--- src/rtl/bist_pkg.sv ---
// bist_pkg.sv
// Shared state encoding and default sizing for the link BIST sequencer.
package bist_pkg;

  typedef enum logic [2:0] {
    ST_IDLE,
    ST_SELECT,
    ST_LAUNCH,
    ST_SETTLE,
    ST_WAIT,
    ST_RECORD,
    ST_DONE
  } bist_state_e;

  localparam int DEF_NUM_LINKS      = 4;
  localparam int DEF_TIMEOUT_CYCLES = 2048;
  localparam int DEF_MAX_RETRIES    = 2;

  // Counter width able to hold 0..n-1, never narrower than one bit.
  function automatic int cnt_w(input int n);
    return (n > 1) ? $clog2(n) : 1;
  endfunction

endpackage

--- src/rtl/bist_timeout_counter.sv ---
// bist_timeout_counter.sv
// Per-attempt wait counter with synchronous clear and terminal-count flag.
module bist_timeout_counter #(
  parameter int WIDTH    = 11,
  parameter int TERMINAL = 2047
) (
  input  logic clk,
  input  logic reset,
  input  logic clear,
  input  logic enable,
  output logic tc
);

  logic [WIDTH-1:0] cnt_q;
  logic [WIDTH-1:0] cnt_d;

  // Clear wins over enable so a relaunch always starts from zero.
  always_comb begin
    cnt_d = cnt_q;
    if (clear) begin
      cnt_d = '0;
    end else if (enable) begin
      cnt_d = cnt_q + WIDTH'(1);
    end
  end

  // Count register.
  always_ff @(posedge clk) begin
    if (reset) begin
      cnt_q <= '0;
    end else begin
      cnt_q <= cnt_d;
    end
  end

  assign tc = (cnt_q == WIDTH'(TERMINAL));

endmodule

--- src/rtl/bist_ctrl.sv ---
// bist_ctrl.sv
// Sequences BIST over masked links with per-link retry and timeout.
module bist_ctrl
  import bist_pkg::*;
#(
  parameter int NUM_LINKS      = DEF_NUM_LINKS,
  parameter int TIMEOUT_CYCLES = DEF_TIMEOUT_CYCLES,
  parameter int MAX_RETRIES    = DEF_MAX_RETRIES
) (
  input  logic                 clk,
  input  logic                 reset,
  input  logic                 start,
  input  logic [NUM_LINKS-1:0] link_mask,
  input  logic [NUM_LINKS-1:0] rx_ready,
  input  logic [NUM_LINKS-1:0] rx_failed,
  output logic [NUM_LINKS-1:0] bist_reset,
  output logic                 busy,
  output logic                 done,
  output logic [NUM_LINKS-1:0] pass_mask,
  output logic [NUM_LINKS-1:0] timeout_mask
);

  localparam int IDX_W = $clog2(NUM_LINKS + 1);
  localparam int TMO_W = $clog2(TIMEOUT_CYCLES);
  localparam int RTY_W = cnt_w(MAX_RETRIES + 1);

  bist_state_e state_q, state_d;
  logic [NUM_LINKS-1:0] mask_q, mask_d;
  logic [NUM_LINKS-1:0] pass_q, pass_d;
  logic [NUM_LINKS-1:0] tmo_q, tmo_d;
  logic [IDX_W-1:0] idx_q, idx_d;
  logic [RTY_W-1:0] retry_q, retry_d;
  logic to_q, to_d;
  logic fail_q, fail_d;

  logic [NUM_LINKS-1:0] sel;
  logic cnt_clr;
  logic cnt_en;
  logic cnt_tc;

  // One-hot of the current link; all zero once the index runs past the end.
  assign sel = NUM_LINKS'(1) << idx_q;

  bist_timeout_counter #(
    .WIDTH   (TMO_W),
    .TERMINAL(TIMEOUT_CYCLES - 1)
  ) u_tmo (
    .clk   (clk),
    .reset (reset),
    .clear (cnt_clr),
    .enable(cnt_en),
    .tc    (cnt_tc)
  );

  // Next-state and datapath updates for the sweep.
  always_comb begin
    state_d = state_q;
    mask_d  = mask_q;
    pass_d  = pass_q;
    tmo_d   = tmo_q;
    idx_d   = idx_q;
    retry_d = retry_q;
    to_d    = to_q;
    fail_d  = fail_q;
    cnt_clr = 1'b0;
    cnt_en  = 1'b0;
    unique case (state_q)
      ST_IDLE: begin
        if (start) begin
          mask_d  = link_mask;
          pass_d  = '0;
          tmo_d   = '0;
          idx_d   = '0;
          retry_d = '0;
          state_d = ST_SELECT;
        end
      end
      ST_SELECT: begin
        if (idx_q >= IDX_W'(NUM_LINKS)) begin
          state_d = ST_DONE;
        end else if ((mask_q & sel) == '0) begin
          idx_d = idx_q + IDX_W'(1);
        end else begin
          state_d = ST_LAUNCH;
        end
      end
      ST_LAUNCH: begin
        cnt_clr = 1'b1;
        state_d = ST_SETTLE;
      end
      // Ready may still be high from the previous run here.
      ST_SETTLE: state_d = ST_WAIT;
      ST_WAIT: begin
        cnt_en = 1'b1;
        if ((rx_ready & sel) != '0) begin
          to_d    = 1'b0;
          fail_d  = (rx_failed & sel) != '0;
          state_d = ST_RECORD;
        end else if (cnt_tc) begin
          to_d    = 1'b1;
          fail_d  = 1'b0;
          state_d = ST_RECORD;
        end
      end
      ST_RECORD: begin
        if (!to_q && !fail_q) begin
          pass_d  = pass_q | sel;
          retry_d = '0;
          idx_d   = idx_q + IDX_W'(1);
          state_d = ST_SELECT;
        end else if (retry_q < RTY_W'(MAX_RETRIES)) begin
          retry_d = retry_q + RTY_W'(1);
          state_d = ST_LAUNCH;
        end else begin
          if (to_q) begin
            tmo_d = tmo_q | sel;
          end
          retry_d = '0;
          idx_d   = idx_q + IDX_W'(1);
          state_d = ST_SELECT;
        end
      end
      ST_DONE: state_d = ST_IDLE;
      default: state_d = ST_IDLE;
    endcase
  end

  // State and result registers.
  always_ff @(posedge clk) begin
    if (reset) begin
      state_q <= ST_IDLE;
      mask_q  <= '0;
      pass_q  <= '0;
      tmo_q   <= '0;
      idx_q   <= '0;
      retry_q <= '0;
      to_q    <= 1'b0;
      fail_q  <= 1'b0;
    end else begin
      state_q <= state_d;
      mask_q  <= mask_d;
      pass_q  <= pass_d;
      tmo_q   <= tmo_d;
      idx_q   <= idx_d;
      retry_q <= retry_d;
      to_q    <= to_d;
      fail_q  <= fail_d;
    end
  end

  assign bist_reset   = (state_q == ST_LAUNCH) ? sel : '0;
  assign busy         = (state_q != ST_IDLE) && (state_q != ST_DONE);
  assign done         = (state_q == ST_DONE);
  assign pass_mask    = pass_q;
  assign timeout_mask = tmo_q;

endmodule
--- config.mk ---
export PLATFORM = sky130hd
export DESIGN_NAME = bist_ctrl
export DESIGN_NICKNAME = d
export VERILOG_FILES = /design/src/rtl/bist_pkg.sv /design/src/rtl/bist_timeout_counter.sv /design/src/rtl/bist_ctrl.sv
export SDC_FILE = /design/constraint.sdc
export NUM_CORES = 1
export LEC_CHECK = 0
export ABC_AREA = 1
export CAP_MARGIN = 20
export CELL_PAD_IN_SITES_DETAIL_PLACEMENT = 1
export CELL_PAD_IN_SITES_GLOBAL_PLACEMENT = 2
export CORE_ASPECT_RATIO = 1.4
export CORE_MARGIN = 2
export CORE_UTILIZATION = 31
export DETAILED_ROUTE_END_ITERATION = 16
export GPL_TIMING_DRIVEN = 0
export PLACE_DENSITY_LB_ADDON = 0.1
export SLEW_MARGIN = 20
export SYNTH_ARGS = -nofsm -noshare
export SYNTH_HDL_FRONTEND = slang
export SYNTH_SLANG_ARGS = --single-unit
--- constraint.sdc ---
create_clock -name clk -period 3 [get_ports clk]
set_input_delay 0.45 -clock clk [delete_from_list [all_inputs] [get_ports clk]]
set_output_delay 0.45 -clock clk [all_outputs]
set_load 0.01 [all_outputs]
==> impl_metrics.py, run 1 <==
metrics = {
    "place": {
        "port_buffers": 28,
        "dp_hpwl_um": 3551,
        "gp_congestion": 0.7114,
        "placed_cell_area_um2": 2103,
    },
    "critical_path": {
        "endpoint_kind": "primary output",
        "setup.worst_path.class": "reg -> out",
        "critical_path.max_fanout": 9,
        "cp.arrival_ns": 1.93,
        "worstPathRequired_ns": 2.55,
        "critPathLaunchType": "flop",
    },
    "detailed_routing": {
        "drc": 0,
        "avgRoutedWirePerCell_um": 12.78,
        "ant_nets": 0,
        "wl_um": 4460,
        "dr_total_vias": 1645,
        "drtIter0Drc": 19,
        "first_pass_iters": 3,
        "via_per_inst": 4.713,
    },
    "clocking": {
        "cts-root-buf": "clkbuf_8",
        "clock-sinks": 33,
        "clk_latency_ns": 0.29,
        "cts_tree": "yes",
        "cts_hold_buf": 0,
        "numCtsBuffers": 5,
        "htreeDepth": 2,
        "clk_pin_slew_ns": 0.07,
        "cts_buffer_depth": 2,
        "ctsResizeCount": 0,
        "postCtsSetupBuffers": 0,
    },
    "die": {
        "num_rows": 32,
        "start_util": 0.3192,
        "die_h_um": 92.59,
        "die_area_um2": 6229,
        "die_w_um": 67.28,
        "io_pins": 29,
        "core_area_um2": 5445,
    },
    "synth": {
        "synth_ff_type": "dfxtp_1",
        "yosysWarningCount": 0,
        "synth_seq_cells": 33,
        "synth_nets": 266,
        "synth.avg_cell_area_um2": 7.094,
        "synth_seq_area_share": 0.3801,
        "netlist_instances": 245,
        "synth_cell_types": 27,
        "synth_edf_count": 0,
        "async_flop_share": 0,
        "netlist_area_um2": 1738,
    },
    "timing": {
        "fin_tns_setup_ns": 0,
        "max_freq_mhz": 420.8,
        "min_period_ns": 2.376,
        "max-slew-margin-rel": 0.6427,
        "worst_pin_slew_ns": 0.5360,
        "hold_viol_final": 0,
        "maxSlewViolCount": 0,
        "clock_skew_ns": 0.007542,
        "layout_worst_path_cycle_share": 0.7922,
        "rsz0062_at_grt": "false",
        "setup_viol": 0,
    },
    "global_route": {
        "antenna_found_initial": 0,
        "grt_pass1_wl_um": 7479,
        "grt_max_degree": 12,
        "grt-ovfl-total": 0,
        "grt_usage": 0.1611,
        "first_global_vias": 1704,
    },
    "finish": {
        "final_cell_area_um2": 2237,
        "final_core_util": 0.4108,
        "antenna_cells": 0,
        "final_common_cell": "nand2_1",
        "final_cell_mix": "57 x nand2_1, 33 x dfxtp_1, 29 x a21oi_1",
        "area_growth_syn_to_layout_pct": 28.73,
        "nets": 301,
        "drive_gt1_frac": 0.1352,
    },
    "pwr": {
        "max-vdd-ir-drop_mv": 0.3055,
        "p_leak_nw": 0.8805,
        "powerDensity_nw_per_um2": 768.2,
    },
    "job": {
        "maxCapViolCount": 0,
    },
    "run_status": {
        "status": "finished clean",
    },
    "hold_path": {
        "hold_path.class": "reg -> reg",
    },
}
[per-layer routing]
layer	part of all wire	GRT usage	vias to the layer above
met4	0.016	0.06122	0
met3	0.034	0.03524	6
met1	0.41	0.1575	769
li1	-	-	849
met2	0.54	0.3127	21
met5	0	0	-
[through the flow]
stage / setup slack, ns / power, mW / instances / hold WS, ns
6_report: 0.6235 / 1.718 / 349 / 0.4527
5_1_grt: 0.4537 / 1.854 / 349 / 0.4759
2_1_floorplan: 1.523 / 1.005 / 245 / 0.4313
3_5_place_dp: 0.9178 / 1.234 / 341 / 0.4473
3_3_place_gp: 0.9184 / 1.227 / 341 / 0.4364
4_1_cts: 0.5938 / 1.749 / 349 / 0.4588
[area by class of cell]
class / instances / area (µm²)
fillers: 720 / 3208
multi-input cells: 179 / 944.7
flip-flops and latches: 33 / 660.6
repair buffers: 28 / 280.3
inverters: 31 / 121.4
well taps: 68 / 85.08
clock buffers: 5 / 68.82
clock inverters: 3 / 65.06
plain buffers: 2 / 11.26
[cell families (layout without fill, tap and decap cells)]
| kind of cell | count (synthesis) | in the layout | share of synthesized area |
|---|---|---|---|
| AOI/OAI and AO/OA | 36 | 36 | 0.1080 |
| xor gates and xnor gates | 4 | 4 | 0.02016 |
| adders and majority gates | 6 | 6 | 0.04320 |
| buffers and inverters | 33 | 69 | 0.07631 |
| DFF | 33 | 33 | 0.3801 |
| and+or+nand+nor | 133 | 133 | 0.3722 |
[path summary, 6_finish.rpt]
path	startpoint	to	slack [ns]	cells past startpoint
worst max-delay path	idx_q[2]	bist_reset[3]	0.62	6
worst max register to register	idx_q[2]	state_q[0]	1.21	9
worst min register to register	timeout_mask[0]	timeout_mask[0]	0.45	2
worst min-delay path	timeout_mask[0]	timeout_mask[0]	0.45	2
[where the power goes]
part           leakage (nW)  internal [mW]  switching [mW]
clock network        0.0681          0.330           0.176
logic                 0.545          0.244           0.417
registers             0.268          0.496          0.0558
total                 0.880           1.07           0.649
[critical path, stage by stage, from the launching register on]
cell and delay (ns):
dfxtp_1 0.30, buf_4 0.16, inv_1 0.16, ha_1 0.31, inv_1 0.07, nor2_1 0.10
clkdlybuf4s50_1 0.54
[state kept, by name, summed over array words and instances, names as in the netlist]
register and cells:
idx_q 3, to_q 1, retry_q 2, mask_q 4, timeout_mask 4, fail_q 1, pass_mask 4, u_tmo.cnt_q 11
state_q 3
[cells in the mapped netlist, types with 4 or more instances]
| library cell | number | area [µm²] |
|---|---|---|
| nand2_1 | 57 | 214.0 |
| a21oi_1 | 29 | 145.1 |
| inv_2 | 4 | 15.01 |
| nor3_1 | 5 | 25.02 |
| nor2_4 | 4 | 45.04 |
| nand2_2 | 8 | 50.05 |
| ha_1 | 6 | 75.07 |
| nor2_1 | 28 | 105.1 |
| nand3_1 | 15 | 75.07 |
| inv_1 | 26 | 97.59 |
| dfxtp_1 | 33 | 660.6 |
| nor2_2 | 5 | 31.28 |
| o21ai_0 | 4 | 20.02 |
Power figures use the tool's default switching activity.
==> run 2: changes to the inputs <==
--- a/config.mk
+++ b/config.mk
@@ -11,7 +11,7 @@
 export CELL_PAD_IN_SITES_GLOBAL_PLACEMENT = 2
 export CORE_ASPECT_RATIO = 1.4
 export CORE_MARGIN = 2
-export CORE_UTILIZATION = 31
+export CORE_UTILIZATION = 29
 export DETAILED_ROUTE_END_ITERATION = 16
 export GPL_TIMING_DRIVEN = 0
 export PLACE_DENSITY_LB_ADDON = 0.1
==> constraint.sdc (replaced) <==
create_clock -name clk -period 2.2 [get_ports clk]
set_input_delay 0.33 -clock clk [delete_from_list [all_inputs] [get_ports clk]]
set_output_delay 0.33 -clock clk [all_outputs]
set_load 0.01 [all_outputs]
==> run 2 against run 1 <==
  * Die area increased by 6.5%
  * Cell count grew 0.57%
  * Clock skew fell by 0.00071 ns
  * Critical path depth unchanged
  * Cell area down 1.1%
  * Register-to-register slack worse by 0.72 ns
  * Largest cell class unchanged
==> impl_metrics.py, run 2 (synthesized netlist as in run 1, its figures left out) <==
metrics = {
    "run_status": {
        "status": "finished clean",
    },
    "clocking": {
        "cts_tree": "yes",
        "numCtsBuffers": 5,
        "cts_hold_buf": 0,
        "htreeDepth": 2,
        "cts_buffer_depth": 2,
        "clk_pin_slew_ns": 0.07,
        "clock-sinks": 33,
        "cts-root-buf": "clkbuf_8",
        "clk_latency_ns": 0.28,
    },
    "detailed_routing": {
        "via_per_inst": 4.641,
        "first_pass_iters": 4,
        "wl_um": 4448,
        "ant_nets": 0,
        "highest_layer": "met4",
        "wl_met3_um": 161,
        "wl_met1_um": 1825,
        "drc": 0,
        "met2_length_um": 2390,
        "dr_total_vias": 1629,
        "avgRoutedWirePerCell_um": 12.67,
        "drtIter0Drc": 39,
    },
    "finish": {
        "layout.cells.non_filler": 351,
        "final_cell_mix": "57 x nand2_1, 29 x a21oi_1, 29 x dfxtp_1",
        "largest_register_ffs": 11,
        "drive_gt1_frac": 0.1530,
        "antenna_cells": 0,
        "area_growth_syn_to_layout_pct": 27.36,
        "final_common_cell": "nand2_1",
        "nets": 301,
        "top_register": "u_tmo.cnt_q",
    },
    "place": {
        "gp_congestion": 0.7922,
        "port_buffers": 28,
        "placedCellCount": 343,
        "pre_cts_ws_ns": 0.2498,
        "dp_hpwl_um": 3525,
    },
    "critical_path": {
        "critPathLaunchType": "flop",
        "r2r-start": "idx_q[2]",
        "rr_endpoint": "idx_q[1]",
        "crit_buf_inv": 3,
        "crit_path_cell_trace": "inv_2 -> nand2_1 -> nor2_1 -> inv_1 -> nor3_1 -> clkdlybuf4s50_1",
        "reg2regPathDepth": 9,
        "worstPathRequired_ns": 1.87,
        "cp.arrival_ns": 1.80,
        "critical-path-top-delay-family": "buffers and inverters",
        "r2r_setup_slack_ns": 0.49,
        "critical_path.max_fanout": 7,
        "cp_slowest_stage_delay_ns": 0.57,
        "endpoint_kind": "primary output",
        "setup.worst_path.class": "reg -> out",
        "critPathSlowestCell": "clkdlybuf4s50_1",
    },
    "timing": {
        "rsz0062_at_grt": "false",
        "max_freq_mhz": 470.3,
        "worst_pin_slew_ns": 0.5490,
        "fin_tns_setup_ns": 0,
        "layout_worst_path_cycle_share": 0.9664,
        "maxSlewViolCount": 0,
        "max-slew-margin-rel": 0.6340,
        "fin_ws_ns": 0.07385,
        "setup_viol": 0,
        "hold_viol_final": 0,
        "clock_skew_ns": 0.006829,
        "min_period_ns": 2.126,
    },
    "hold_path": {
        "hold_path.class": "reg -> reg",
        "min_from": "timeout_mask[3]",
        "whs_endpoint": "timeout_mask[3]",
        "hold_depth": 2,
    },
    "global_route": {
        "grt_pass1_wl_um": 7590,
        "antenna_found_initial": 0,
        "grt-ovfl-total": 0,
        "first_global_vias": 1726,
        "grt_max_degree": 11,
        "grt_usage": 0.1468,
    },
    "pwr": {
        "powerDensity_nw_per_um2": 949.1,
        "max-vdd-ir-drop_mv": 0.3575,
        "p_leak_nw": 0.9020,
    },
    "die": {
        "die_area_um2": 6637,
        "core_area_um2": 5822,
        "die_h_um": 95.60,
        "io_pins": 29,
        "num_rows": 33,
        "die_w_um": 69.43,
        "start_util": 0.2985,
    },
    "job": {
        "maxCapViolCount": 0,
    },
}
-- run 2: cell count changes in the layout (fill, tap and decap cells not counted), moves of 2 or more --
cell and delta:
dfxtp_1 -4, dfxtp_2 +4, clkdlybuf4s50_1 -3, bufinv_16 -2, dlymetal6s2s_1 +2
-- run 2: worst register-to-register path, cell delays in order, from the launching register on --
cell	delay, ns
dfxtp_1	0.31
buf_4	0.17
clkinvlp_4	0.17
ha_4	0.22
nand2_1	0.07
nand3_1	0.12
o21ai_2	0.22
nand2_2	0.11
a21oi_1	0.15
nor2_1	0.06
-- run 2: metrics by stage --
stage	hold slack, ns	utilization	area [µm²]	power [mW]
global placement	0.4371	0.3617	2106	1.679
CTS	0.4571	0.3780	2201	2.150
detailed placement	0.4456	0.3617	2106	1.684
finish	0.4509	0.3802	2213	2.101
floorplan	0.3992	-	1738	1.371
global route	0.4846	0.3802	2213	2.292
-- run 2: layout make-up --
class	instances	area, µm²
well taps	70	87.58
plain buffers	2	11.26
multi-input cells	179	957.2
inverters	31	125.1
clock inverters	2	10.01
flip-flops and latches	33	665.6
clock buffers	6	72.57
fillers	748	3608
repair buffers	28	284.0
-- run 2: worst max path at each step --
| stage | start | to | slack [ns] | depth (start not counted) |
|---|---|---|---|---|
| 6_report | state_q[0] | bist_reset[0] | 0.07 | 6 |
| 5_1_grt | state_q[0] | bist_reset[0] | 0.008 | 6 |
| 4_1_cts | state_q[0] | bist_reset[0] | 0.003 | 6 |
| 3_5_place_dp | idx_q[2] | bist_reset[3] | 0.25 | 6 |
| 3_3_place_gp | idx_q[2] | bist_reset[3] | 0.24 | 6 |
| 2_1_floorplan | idx_q[2] | state_q[0] | 0.72 | 10 |
-- run 2: power by group --
group	total (mW)	internal (mW)	switching [mW]
clock network	0.445	0.219	0.226
registers	0.760	0.682	0.0778
logic	0.896	0.335	0.561
total	2.10	1.24	0.864
-- run 2: what timing repair did --
| action | CTS | global route |
|---|---|---|
| gates resized for setup | 4 | 6 |
| setup endpoints to repair | 4 | 4 |
| setup buffers | 0 | 0 |
-- run 2: per-layer routing --
metal / global-route usage / up-vias
li1: - / 847
met5: 0 / -
met1: 0.1464 / 753
met3: 0.03171 / 6
met2: 0.2949 / 23
met4: 0.05392 / 0
==> run 3: changes to the inputs <==
--- a/config.mk
+++ b/config.mk
@@ -5,13 +5,13 @@
 export SDC_FILE = /design/constraint.sdc
 export NUM_CORES = 1
 export LEC_CHECK = 0
-export ABC_AREA = 1
+export ABC_AREA = 0
 export CAP_MARGIN = 20
 export CELL_PAD_IN_SITES_DETAIL_PLACEMENT = 1
 export CELL_PAD_IN_SITES_GLOBAL_PLACEMENT = 2
 export CORE_ASPECT_RATIO = 1.4
 export CORE_MARGIN = 2
-export CORE_UTILIZATION = 29
+export CORE_UTILIZATION = 31
 export DETAILED_ROUTE_END_ITERATION = 16
 export GPL_TIMING_DRIVEN = 0
 export PLACE_DENSITY_LB_ADDON = 0.1
==> run 3 against run 2 <==
  * Flip-flop and latch count is the same
  * Clock-buffer cell count shrank 1
  * First-iteration DRC count grew 33%
  * Cell count shrank 16%
  * Critical endpoint is now bist_reset[1]
  * Highest routed layer unchanged
==> impl_metrics.py, run 3 <==
metrics = {
    "run_status": {
        "status": "finished clean",
    },
    "synth": {
        "synth_top_cell_area_share": 0.3952,
        "async_flop_share": 0,
        "synth.avg_cell_area_um2": 8.706,
        "yosysMostFrequentCell": "dfxtp_1",
        "synth_ff_type": "dfxtp_1",
        "synthTopCellsByArea": "dfxtp_1 40%, nor2_1 6.7%, ha_1 4.5%",
        "synth.top_cells.by_count": "33 x dfxtp_1, 30 x nor2_1, 15 x nand2_1, 14 x a21oi_1",
        "synth_edf_count": 0,
        "synth_seq_cells": 33,
        "synth_seq_area_share": 0.3952,
        "synth_cell_types": 48,
        "netlist_instances": 192,
        "netlist_area_um2": 1672,
        "yosysWarningCount": 0,
        "yosys.area.top_type": "dfxtp_1",
        "synth_nets": 213,
    },
    "detailed_routing": {
        "wl_um": 4861,
        "avgRoutedWirePerCell_um": 16.42,
        "drc": 0,
        "drtIter0Drc": 52,
        "first_pass_iters": 4,
        "via_per_inst": 5.159,
        "dr_total_vias": 1527,
        "ant_nets": 0,
    },
    "hold_path": {
        "min_from": "mask_q[1]",
        "hold_depth": 2,
        "hold_path.class": "reg -> reg",
        "whs_endpoint": "mask_q[1]",
    },
    "critical_path": {
        "crit_buf_inv": 2,
        "cp_slowest_stage_delay_ns": 0.53,
        "r2r-start": "idx_q[0]",
        "crit_path_cell_trace": "inv_1 -> ha_2 -> nor2b_4 -> and3_1 -> clkdlybuf4s50_1",
        "reg2regPathDepth": 6,
        "critPathLaunchType": "flop",
        "cp.arrival_ns": 1.81,
        "endpoint_kind": "primary output",
        "setup.worst_path.class": "reg -> out",
        "rr_endpoint": "idx_q[0]",
        "r2r_setup_slack_ns": 0.16,
        "critical-path-top-delay-family": "buffers and inverters",
        "critical_path.max_fanout": 4,
        "worstPathRequired_ns": 1.87,
        "critPathSlowestCell": "clkdlybuf4s50_1",
    },
    "global_route": {
        "grt_usage": 0.1732,
        "grt_pass1_wl_um": 7983,
        "first_global_vias": 1598,
        "antenna_found_initial": 0,
        "grt-ovfl-total": 0,
        "grt_max_degree": 19,
    },
    "die": {
        "core_area_um2": 5197,
        "num_rows": 31,
        "die_area_um2": 6004,
        "io_pins": 29,
        "die_h_um": 90.89,
        "start_util": 0.3216,
        "die_w_um": 66.06,
    },
    "place": {
        "dp_hpwl_um": 3752,
        "pre_cts_ws_ns": -0.09765,
        "placedCellCount": 286,
        "placed_cell_area_um2": 2034,
        "port_buffers": 28,
        "gp_congestion": 0.7264,
    },
    "job": {
        "maxCapViolCount": 0,
    },
    "finish": {
        "largest_register_ffs": 11,
        "top_register": "u_tmo.cnt_q",
        "drive_gt1_frac": 0.1652,
        "final_core_util": 0.4348,
        "final_cell_area_um2": 2260,
        "final_common_cell": "dfxtp_1",
        "final_cell_mix": "30 x dfxtp_1, 29 x nor2_1, 28 x clkdlybuf4s50_1",
        "area_growth_syn_to_layout_pct": 35.18,
        "nets": 250,
        "antenna_cells": 0,
        "layout.cells.non_filler": 296,
    },
    "timing": {
        "clock_skew_ns": 0.006176,
        "layout_worst_path_cycle_share": 0.9737,
        "hold_viol_final": 0,
        "max-slew-margin-rel": 0.4043,
        "fin_ws_ns": 0.05789,
        "setup_viol": 0,
        "min_period_ns": 2.142,
        "maxSlewViolCount": 0,
        "worst_pin_slew_ns": 0.8811,
        "max_freq_mhz": 466.8,
        "holdWs_ns": 0.4644,
    },
    "clocking": {
        "cts_buffer_depth": 2,
        "cts-root-buf": "clkbuf_8",
        "cts_hold_buf": 0,
        "htreeDepth": 2,
        "numCtsBuffers": 5,
        "clk_latency_ns": 0.28,
        "clk_pin_slew_ns": 0.07,
        "cts_tree": "yes",
        "clock-sinks": 33,
    },
    "pwr": {
        "p_leak_nw": 0.8439,
        "max-vdd-ir-drop_mv": 0.3709,
        "powerDensity_nw_per_um2": 882.8,
    },
}
[run 3: cell count changes after synthesis, moves of 8 or more]
cell | previous run | this run
nand2_1 | 57 | 15
inv_1 | 26 | 5
a21oi_1 | 29 | 14
nand3_1 | 15 | 3
nand2_2 | 8 | 0
[run 3: cell type report]
class                           instances  area (µm²)
Buffer                                  9       56.30
Clock buffer                            5       68.82
Clock inverter                          3       65.06
Fill cell                             636        2938
Inverter                                5       18.77
Multi-Input combinational cell        144       998.5
Sequential cell                        33       666.9
Tap cell                               66       82.58
Timing Repair Buffer                   31       302.8
[run 3: worst max path at each step]
stage | to | from | cells past startpoint
2_1_floorplan | idx_q[0] | idx_q[0] | 6
3_3_place_gp | idx_q[2] | idx_q[2] | 6
3_5_place_dp | idx_q[2] | idx_q[2] | 6
4_1_cts | bist_reset[0] | idx_q[0] | 5
5_1_grt | bist_reset[2] | idx_q[0] | 5
6_report | bist_reset[1] | idx_q[1] | 5
[run 3: repair_timing]
action	CTS	global route
resized for setup	8	11
pin swaps	2	0
hold endpoints to repair	0	0
setup buffers	2	1
setup endpoints to repair	8	4
[run 3: report_power, final]
part | internal (mW) | switching (mW)
Sequential | 0.641 | 0.0342
Clock | 0.450 | 0.231
Combinational | 0.305 | 0.333
Total | 1.40 | 0.599
[run 3: cell families (layout without fill, tap and decap cells)]
logic type,Yosys count,after routing,share of synthesized area
adder cells (fa/ha/maj),6,6,0.04491
multiplexers,5,5,0.03144
flip-flops,33,33,0.3952
buffers and inverters,15,53,0.04715
XOR/XNOR,9,9,0.04716
AO/OA/AOI/OAI,36,36,0.1497
AND/OR/NAND/NOR,88,88,0.2844
[run 3: per-layer routing]
metal,part of all wire,GRT usage
met5,0,0
met4,0.0060,0.04082
met3,0.026,0.03990
met2,0.57,0.3232
met1,0.40,0.1922
[run 3: worst reg2reg max path: stages, from the launching register on]
cell and delay (ns):
dfxtp_2 0.35, ha_1 0.20, ha_2 0.22, a22oi_1 0.18, nand4_1 0.22, a221oi_4 0.40
mux2_1 0.35
[run 3: through the flow]
stage	total power [mW]	TNS (ns)
2_1_floorplan	1.050	0
3_3_place_gp	1.233	-0.1251
3_5_place_dp	1.253	-0.1877
4_1_cts	1.990	-0.1491
5_1_grt	2.111	-0.01091
6_report	1.995	0
